--- src/rtl/ov7670_capture.sv ---
// OV7670 parallel-bus capture: oversamples PCLK/VSYNC/HREF/D in the system clock domain,
// pairs bytes into RGB565 pixels and emits a linear frame-buffer write stream.
module ov7670_capture #(
  parameter int H_PIXELS = 640,
  parameter int V_LINES  = 480,
  parameter int ADDR_W   = 19
) (
  input  logic              clk,
  input  logic              rst,
  input  logic              cfg_done,
  input  logic              capture_en,
  input  logic              cam_pclk,
  input  logic              cam_vsync,
  input  logic              cam_href,
  input  logic [7:0]        cam_d,
  output logic              wr_en,
  output logic [ADDR_W-1:0] wr_addr,
  output logic [15:0]       wr_data,
  output logic              frame_start,
  output logic              frame_done,
  output logic [15:0]       frame_cnt,
  output logic              busy,
  output logic              line_err,
  output logic              ovf_err
);

  localparam int CAP = H_PIXELS * V_LINES;
  // One bit of headroom so the address can sit at CAP even when CAP == 2**ADDR_W.
  localparam int CW  = ADDR_W + 1;
  localparam int LW  = $clog2(H_PIXELS + 2) + 1;

  typedef enum logic [1:0] {WAIT_CFG, SYNC, ACTIVE} state_t;

  state_t state_q, state_d;

  logic [2:0]    pclk_s, vsync_s, href_s;
  logic [7:0]    d_s1, d_s2;
  logic          pclk_rise, vs_rise, vs_fall, href_rise, href_fall;
  logic          active, byte_stb, cur_phase, pix_done, pix_ovf;
  logic          start_frame, end_frame;
  logic          phase_q, vs_pend_q;
  logic [7:0]    hi_q;
  logic [CW-1:0] addr_q;
  logic [LW-1:0] line_cnt_q;

  // Synchronizers: s1 = [0], s2 = [1], s3 = [2] (edge-detect stage).
  always_ff @(posedge clk or posedge rst) begin
    if (rst) begin
      pclk_s  <= '0;
      vsync_s <= '0;
      href_s  <= '0;
      d_s1    <= '0;
      d_s2    <= '0;
    end else begin
      pclk_s  <= {pclk_s[1:0], cam_pclk};
      vsync_s <= {vsync_s[1:0], cam_vsync};
      href_s  <= {href_s[1:0], cam_href};
      d_s1    <= cam_d;
      d_s2    <= d_s1;
    end
  end

  assign pclk_rise = pclk_s[1] & ~pclk_s[2];
  assign vs_rise   = vsync_s[1] & ~vsync_s[2];
  assign vs_fall   = ~vsync_s[1] & vsync_s[2];
  assign href_rise = href_s[1] & ~href_s[2];
  assign href_fall = ~href_s[1] & href_s[2];

  assign active    = (state_q == ACTIVE);
  assign byte_stb  = active & pclk_rise & href_s[1];
  // A line start re-aligns the pairing even if a byte lands in the same cycle.
  assign cur_phase = href_rise ? 1'b0 : phase_q;
  assign pix_done  = byte_stb & cur_phase;
  assign pix_ovf   = pix_done & (addr_q == CAP[CW-1:0]);

  always_ff @(posedge clk or posedge rst) begin
    if (rst) state_q <= WAIT_CFG;
    else     state_q <= state_d;
  end

  always_comb begin
    state_d     = state_q;
    start_frame = 1'b0;
    end_frame   = 1'b0;
    case (state_q)
      WAIT_CFG: if (cfg_done) state_d = SYNC;
      SYNC: begin
        if (vs_fall && capture_en) begin
          state_d     = ACTIVE;
          start_frame = 1'b1;
        end
      end
      ACTIVE: begin
        // A pixel completing with the vsync rise defers the exit by one cycle
        // so its write strobe precedes frame_done.
        if ((vs_rise && !pix_done) || vs_pend_q) begin
          state_d   = SYNC;
          end_frame = 1'b1;
        end
      end
      default: state_d = WAIT_CFG;
    endcase
  end

  always_ff @(posedge clk or posedge rst) begin
    if (rst) begin
      vs_pend_q   <= 1'b0;
      frame_start <= 1'b0;
      frame_done  <= 1'b0;
      frame_cnt   <= '0;
      wr_en       <= 1'b0;
      wr_data     <= '0;
      addr_q      <= '0;
      ovf_err     <= 1'b0;
      line_err    <= 1'b0;
      phase_q     <= 1'b0;
      hi_q        <= '0;
      line_cnt_q  <= '0;
    end else begin
      vs_pend_q   <= active & vs_rise & pix_done;
      frame_start <= start_frame;
      frame_done  <= end_frame;
      if (end_frame) frame_cnt <= frame_cnt + 16'd1;

      wr_en <= pix_done & ~pix_ovf;
      if (pix_done && !pix_ovf) wr_data <= {hi_q, d_s2};

      if (start_frame)  addr_q <= '0;
      else if (wr_en)   addr_q <= addr_q + 1'b1;

      if (start_frame)  ovf_err <= 1'b0;
      else if (pix_ovf) ovf_err <= 1'b1;

      if (start_frame) line_err <= 1'b0;
      else if (active && href_fall && line_cnt_q != H_PIXELS[LW-1:0]) line_err <= 1'b1;

      if (start_frame)               phase_q <= 1'b0;
      else if (byte_stb)             phase_q <= ~cur_phase;
      else if (active && href_rise)  phase_q <= 1'b0;

      if (byte_stb && !cur_phase) hi_q <= d_s2;

      // Saturating so a runaway line cannot wrap back to a legal count.
      if (start_frame || (active && href_rise)) line_cnt_q <= '0;
      else if (pix_done && line_cnt_q != '1)    line_cnt_q <= line_cnt_q + 1'b1;
    end
  end

  assign wr_addr = addr_q[ADDR_W-1:0];
  assign busy    = active;

endmodule

--- config.mk ---
export PLATFORM = sky130hd
export DESIGN_NAME = ov7670_capture
export DESIGN_NICKNAME = d
export VERILOG_FILES = /design/src/rtl/ov7670_capture.sv
export SDC_FILE = /design/constraint.sdc
export NUM_CORES = 1
export LEC_CHECK = 0
export ABC_AREA = 1
export BUFFER_PORTS_ARGS = -buffer_cell sky130_fd_sc_hd__buf_4
export CORE_MARGIN = 5
export CORE_UTILIZATION = 51
export DETAILED_ROUTE_END_ITERATION = 10
export HOLD_SLACK_MARGIN = 0.15
export PLACE_DENSITY = 0.75
export SYNTH_ARGS = -nofsm -noshare
export SYNTH_HDL_FRONTEND = slang
export SYNTH_SLANG_ARGS = --single-unit
--- constraint.sdc ---
create_clock -name clk -period 3.27 [get_ports clk]
set_input_delay 0.654 -clock clk [delete_from_list [all_inputs] [get_ports clk]]
set_output_delay 0.654 -clock clk [all_outputs]
set_load 0.1 [all_outputs]
### After elaboration in Yosys (flattened, before gate mapping)

Cells that the tools add are included.

| operators by class | value |
|---|---|
| add/subtract/negate cells | 3 |
| bitwise operators | 19 |
| reduce and logical (&&, ||, !) cells | 20 |
| mux-type cells | 20 |
| eq/ne operators | 8 |

Operator list:

| operator | count |
|---|---|
| 20-bit 2-to-1 mux | 2 |
| 11-bit 2-to-1 mux | 2 |
| 20-bit by 1-bit adder with 20-bit output (second input constant) | 1 |
| 20-bit by 19-bit == test with 1-bit output (second input constant) | 1 |
| 16-bit by 1-bit adder with 16-bit output (second input constant) | 1 |
| 1-bit bitwise AND | 12 |
| 1-bit 2-to-1 mux | 12 |
| 11-bit by 1-bit adder with 11-bit output (second input constant) | 1 |
| 11-bit by 10-bit inequality test with 1-bit output (second input constant) | 1 |
| 11-bit inequality test (second input constant) | 1 |
| 1-bit logical AND | 8 |
| 2-bit nonzero test | 4 |
| 1-bit inverter | 7 |
| 2-bit 2-to-1 mux | 3 |
| 2-bit one-hot mux with 3 select lines | 1 |
| 2-bit inequality test (second input constant) | 2 |
| 1-bit logical NOT | 3 |
| 3-bit AND reduction | 1 |
| 3-bit nonzero test | 1 |
| 2-bit by 1-bit == test with 1-bit output (second input constant) | 1 |
| 2-bit == test (second input constant) | 1 |
| 2-bit logical NOT | 1 |
| 1-bit logical OR | 2 |
| 2-bit by 1-bit inequality test with 1-bit output (second input constant) | 1 |

| word-level totals | value |
|---|---|
| input port bits | 15 |
| bits in registers | 105 |
| logic and storage cells | 88 |
| output and inout port bits | 57 |

### Longest topological paths before layout

| depth | value |
|---|---|
| depth in word-level cells | 10 |
| gate-level depth with buffers | 12 |

### Worst setup path before layout

Ideal clock, no wire load.

| timing | value |
|---|---|
| path type | register to register |
| from | register frame_cnt[0] |
| to | register frame_cnt[14] |
| cell stages (with the launch flop) | 9 |
| period minus slack after synthesis | 2073 ps |
| setup time | 120 ps |
| slack | 1197 ps |
| arrival | 1953 ps |
| cell sequence | dfrtp_1 -> ha_1 -> inv_1 -> nor3_1 -> nand2_1 -> nand2_1 -> nand2_1 -> nand2_1 -> nand2_1 |

| between the ends | value |
|---|---|
| word-level cells in the longest chain between the ends | 1 |

RTL lines:

| what | RTL line | RTL |
|---|---|---|
| start, declared | 21 | `output logic [15:0] frame_cnt,` |
| start signal, assigned | 123 | `if (end_frame) frame_cnt <= frame_cnt + 16'd1;` |
| 16-bit by 1-bit adder with 16-bit output | 123 |  |

No other way between the ends.
A chain may end at the register's enable or synchronous reset.

### Worst setup path after layout

| timing | value |
|---|---|
| from | register state_q[0] |
| to | output port busy |

| between the ends | value |
|---|---|
| word-level cells in the longest chain between the ends | 1 |

RTL lines:

| what | RTL line | RTL |
|---|---|---|
| start, declared | 34 | `state_t state_q, state_d;` |
| start signal, assigned | 78 | `else state_q <= state_d;` |
| 2-bit == test | 69 | `assign active = (state_q == ACTIVE);` |
| end, declared | 22 | `output logic busy,` |

No other way between the ends.

==> impl_metrics.env <==
export IMPL_via_per_inst=4.99
export IMPL_synth_seq_cells=105
export IMPL_place_hpwl_mm=7.06
export IMPL_grt_overflow_total=0
export IMPL_cts_setup_buffers=0
export IMPL_tightest_slew_ps=532
export IMPL_drt_initial_drc_count=125
export IMPL_dp_slack_ps=1120
export IMPL_arrival_ps=1360
export IMPL_min_from="pclk_s[0]"
export IMPL_antenna_found_initial=0
export IMPL_core_um2=9330
export IMPL_fin_crit_sh=0.615
export IMPL_filler_cell_count=844
export IMPL_antenna_cells=0
export IMPL_holdPathEnd="pclk_s[1]"
export IMPL_required_ps=2620
export IMPL_cts_resized=0
export IMPL_outcome="finished clean"
export IMPL_min_path_cells=0
export IMPL_syn_inst=578
export IMPL_worst_setup_path_type="reg2out"
export IMPL_synthArstFlopShare=1.00
export IMPL_synth_flop_cell="dfrtp_1"
export IMPL_yosys_area_top_type="dfrtp_1"
export IMPL_reg2reg_from="vsync_s[1]"
export IMPL_worstPathCellList="inv_2 -> nand2_2 -> inv_2 -> buf_4"
export IMPL_synth_top_cell_area_share=0.535
export IMPL_yosys_warnings=0
export IMPL_start_kind="flop"
export IMPL_slew_viol_final=0
export IMPL_grt_max_degree=106
export IMPL_clock_skew_ps=14.1
export IMPL_slew_headroom=0.645
export IMPL_timing_rr_end="line_cnt_q[10]"
export IMPL_clk_pin_slew_ps=100
export IMPL_ant_nets=0
export IMPL_crit_fanout=5
export IMPL_start_util=0.527
export IMPL_min_path_type="reg2reg"
export IMPL_cts_tree="built"
export IMPL_grt_usage=0.179
export IMPL_end_kind="output pin"
export IMPL_grt_pass1_vias=3621
export IMPL_syn_num_nets=598
export IMPL_boundaryPins=72
export IMPL_grt_pass1_wl_mm=17.0
export IMPL_synthTopCellsByArea="dfrtp_1 (53%), nand2_1 (13%), nand3_1 (5.2%)"
export IMPL_clk_latency_ps=360
export IMPL_dieArea_um2=11700
export IMPL_clockRootBuffer="clkbuf_8"
export IMPL_holdBufCountCts=0
export IMPL_cp_slowest_cell="dfrtp_1"
export IMPL_hold_viol=0
export IMPL_setup_viol=0
export IMPL_synth_top_cells_by_count="nand2_1 (174), dfrtp_1 (105), inv_1 (55), nor2_1 (55), nand3_1 (51)"
export IMPL_cts_made_buffers=9
export IMPL_io_buffers=71
export IMPL_leakage_nw=2.91
export IMPL_clk_path_buf_depth=2
export IMPL_crit_top_cell="inv_2"
export IMPL_pwr_density_cell_nw_per_um2=530
export IMPL_routedWlPerCell_um=12.7
export IMPL_maxCapViolCount=0
export IMPL_rows=35
export IMPL_dieWidth_um=108
export IMPL_cp_slowest_stage_delay_ps=420
export IMPL_syn_area_um2=4910
export IMPL_yosysMostFrequentCell="nand2_1"
export IMPL_die_height_um=108
export IMPL_ir_drop_uv=546
export IMPL_fin_crit_ps=2010
export IMPL_synthDistinctLibCells=32
export IMPL_fin_ws_ps=1260
export IMPL_timing_reg2reg_setup_slack_ps=1410
export IMPL_drcViolationCount=0
export IMPL_area_delta_synth_final_pct=14.7
export IMPL_drive_gt1_frac=0.178
export IMPL_vias=3832
export IMPL_finalWirelength_mm=9.79
export IMPL_place_congestion=0.884
export IMPL_fin_tns_setup_ps=0
export IMPL_synth_edf_count=0
export IMPL_max_freq_ghz=0.498
export IMPL_rsz0062_at_grt="no"
export IMPL_first_pass_iters=5
export IMPL_cts_sinks=105
export IMPL_htree_levels=3
export IMPL_seq_area_frac_synth=0.535
export IMPL_nets=654
export IMPL_avgSynthCellArea_um2=8.50
export IMPL_rr_worst_depth=11
registers in the layout (all words and copies together) (netlist names):
name         count
href_s           3
vsync_s          3
phase_q          1
wr_en            1
frame_start      1
d_s2             8
state_q          2
frame_cnt       16
hi_q             8
frame_done       1
vs_pend_q        1
addr_q          20
ovf_err          1
wr_data         16
d_s1             8
line_cnt_q      11
pclk_s           3
line_err         1
area by class of cell:
cell class	instances	area, µm²	share of cell area
Clock buffer	10	138	0.0244
Clock inverter	6	60.1	0.0107
Inverter	62	236	0.0420
Multi-Input combinational cell	383	1850	0.329
Sequential cell	105	2630	0.466
Tap cell	129	161	0.0286
Timing Repair Buffer	73	561	0.0995
worst max-delay path by stage:
stage | startpoint | to | slack [ps] | cells after the start
2_1_floorplan | frame_cnt[0] | frame_cnt[14] | 1200 | 8
3_3_place_gp | capture_en | line_cnt_q[10] | 1190 | 11
3_5_place_dp | capture_en | line_cnt_q[9] | 1120 | 11
4_1_cts | state_q[0] | busy | 1240 | 4
5_1_grt | state_q[0] | busy | 1180 | 4
6_report | state_q[0] | busy | 1260 | 4
layout by cell type, fill, tap and decap left out, types with 2 or more instances in the layout:
| master | n |
|---|---|
| o21ai_0 | 21 |
| buf_4 | 72 |
| a21oi_1 | 10 |
| nand2_4 | 2 |
| clkinvlp_4 | 3 |
| clkbuf_8 | 10 |
| nor2_1 | 55 |
| nor3_1 | 16 |
| dfrtp_1 | 105 |
| inv_6 | 2 |
| nand4_1 | 13 |
| xnor2_1 | 8 |
| ha_1 | 5 |
| xor2_1 | 7 |
| inv_2 | 6 |
| mux2_2 | 8 |
| nand2_1 | 174 |
| inv_1 | 54 |
| nand2_2 | 3 |
| nand3_1 | 51 |
cells by family after synthesis:
group,synth area share
XOR/XNOR,0.0267
AND/OR/NAND/NOR,0.282
buffers and inverters,0.0881
flip-flops,0.535
multiplexers,0.0183
adder cells (fa/ha/maj),0.0127
AO/OA/AOI/OAI,0.0374
critical path, delay by kind of cell (launching register included):
family	cells	cell delay, ps
buf+inv	3	490
flops	1	420
simple gates	1	80
power breakdown:
group	total, mW	internal [mW]	leakage [nW]	switching [mW]
clock network	0.786	0.315	0.0942	0.471
logic	0.701	0.165	1.43	0.536
registers	1.50	1.41	1.39	0.0892
total	2.99	1.89	2.91	1.10
per-stage QoR:
step | cells | hold slack (ps) | instance area [µm²] | util | power (mW)
final | 768 | 357 | 5640 | 0.604 | 2.99
after global routing | 768 | 362 | 5640 | 0.604 | 3.12
after CTS | 768 | 358 | 5640 | 0.604 | 3.02
after detailed placement | 752 | 335 | 5440 | 0.583 | 2.23
after global placement | 752 | 332 | 5440 | 0.583 | 2.22
after floorplan | 578 | 331 | 4920 | - | 2.08
layer usage:
metal	wire, µm	global-route usage
met5	0	0
met4	193	0.0604
met3	419	0.0239
met2	4580	0.285
met1	4590	0.254
Note: power is estimated with default switching activity, not from simulation.
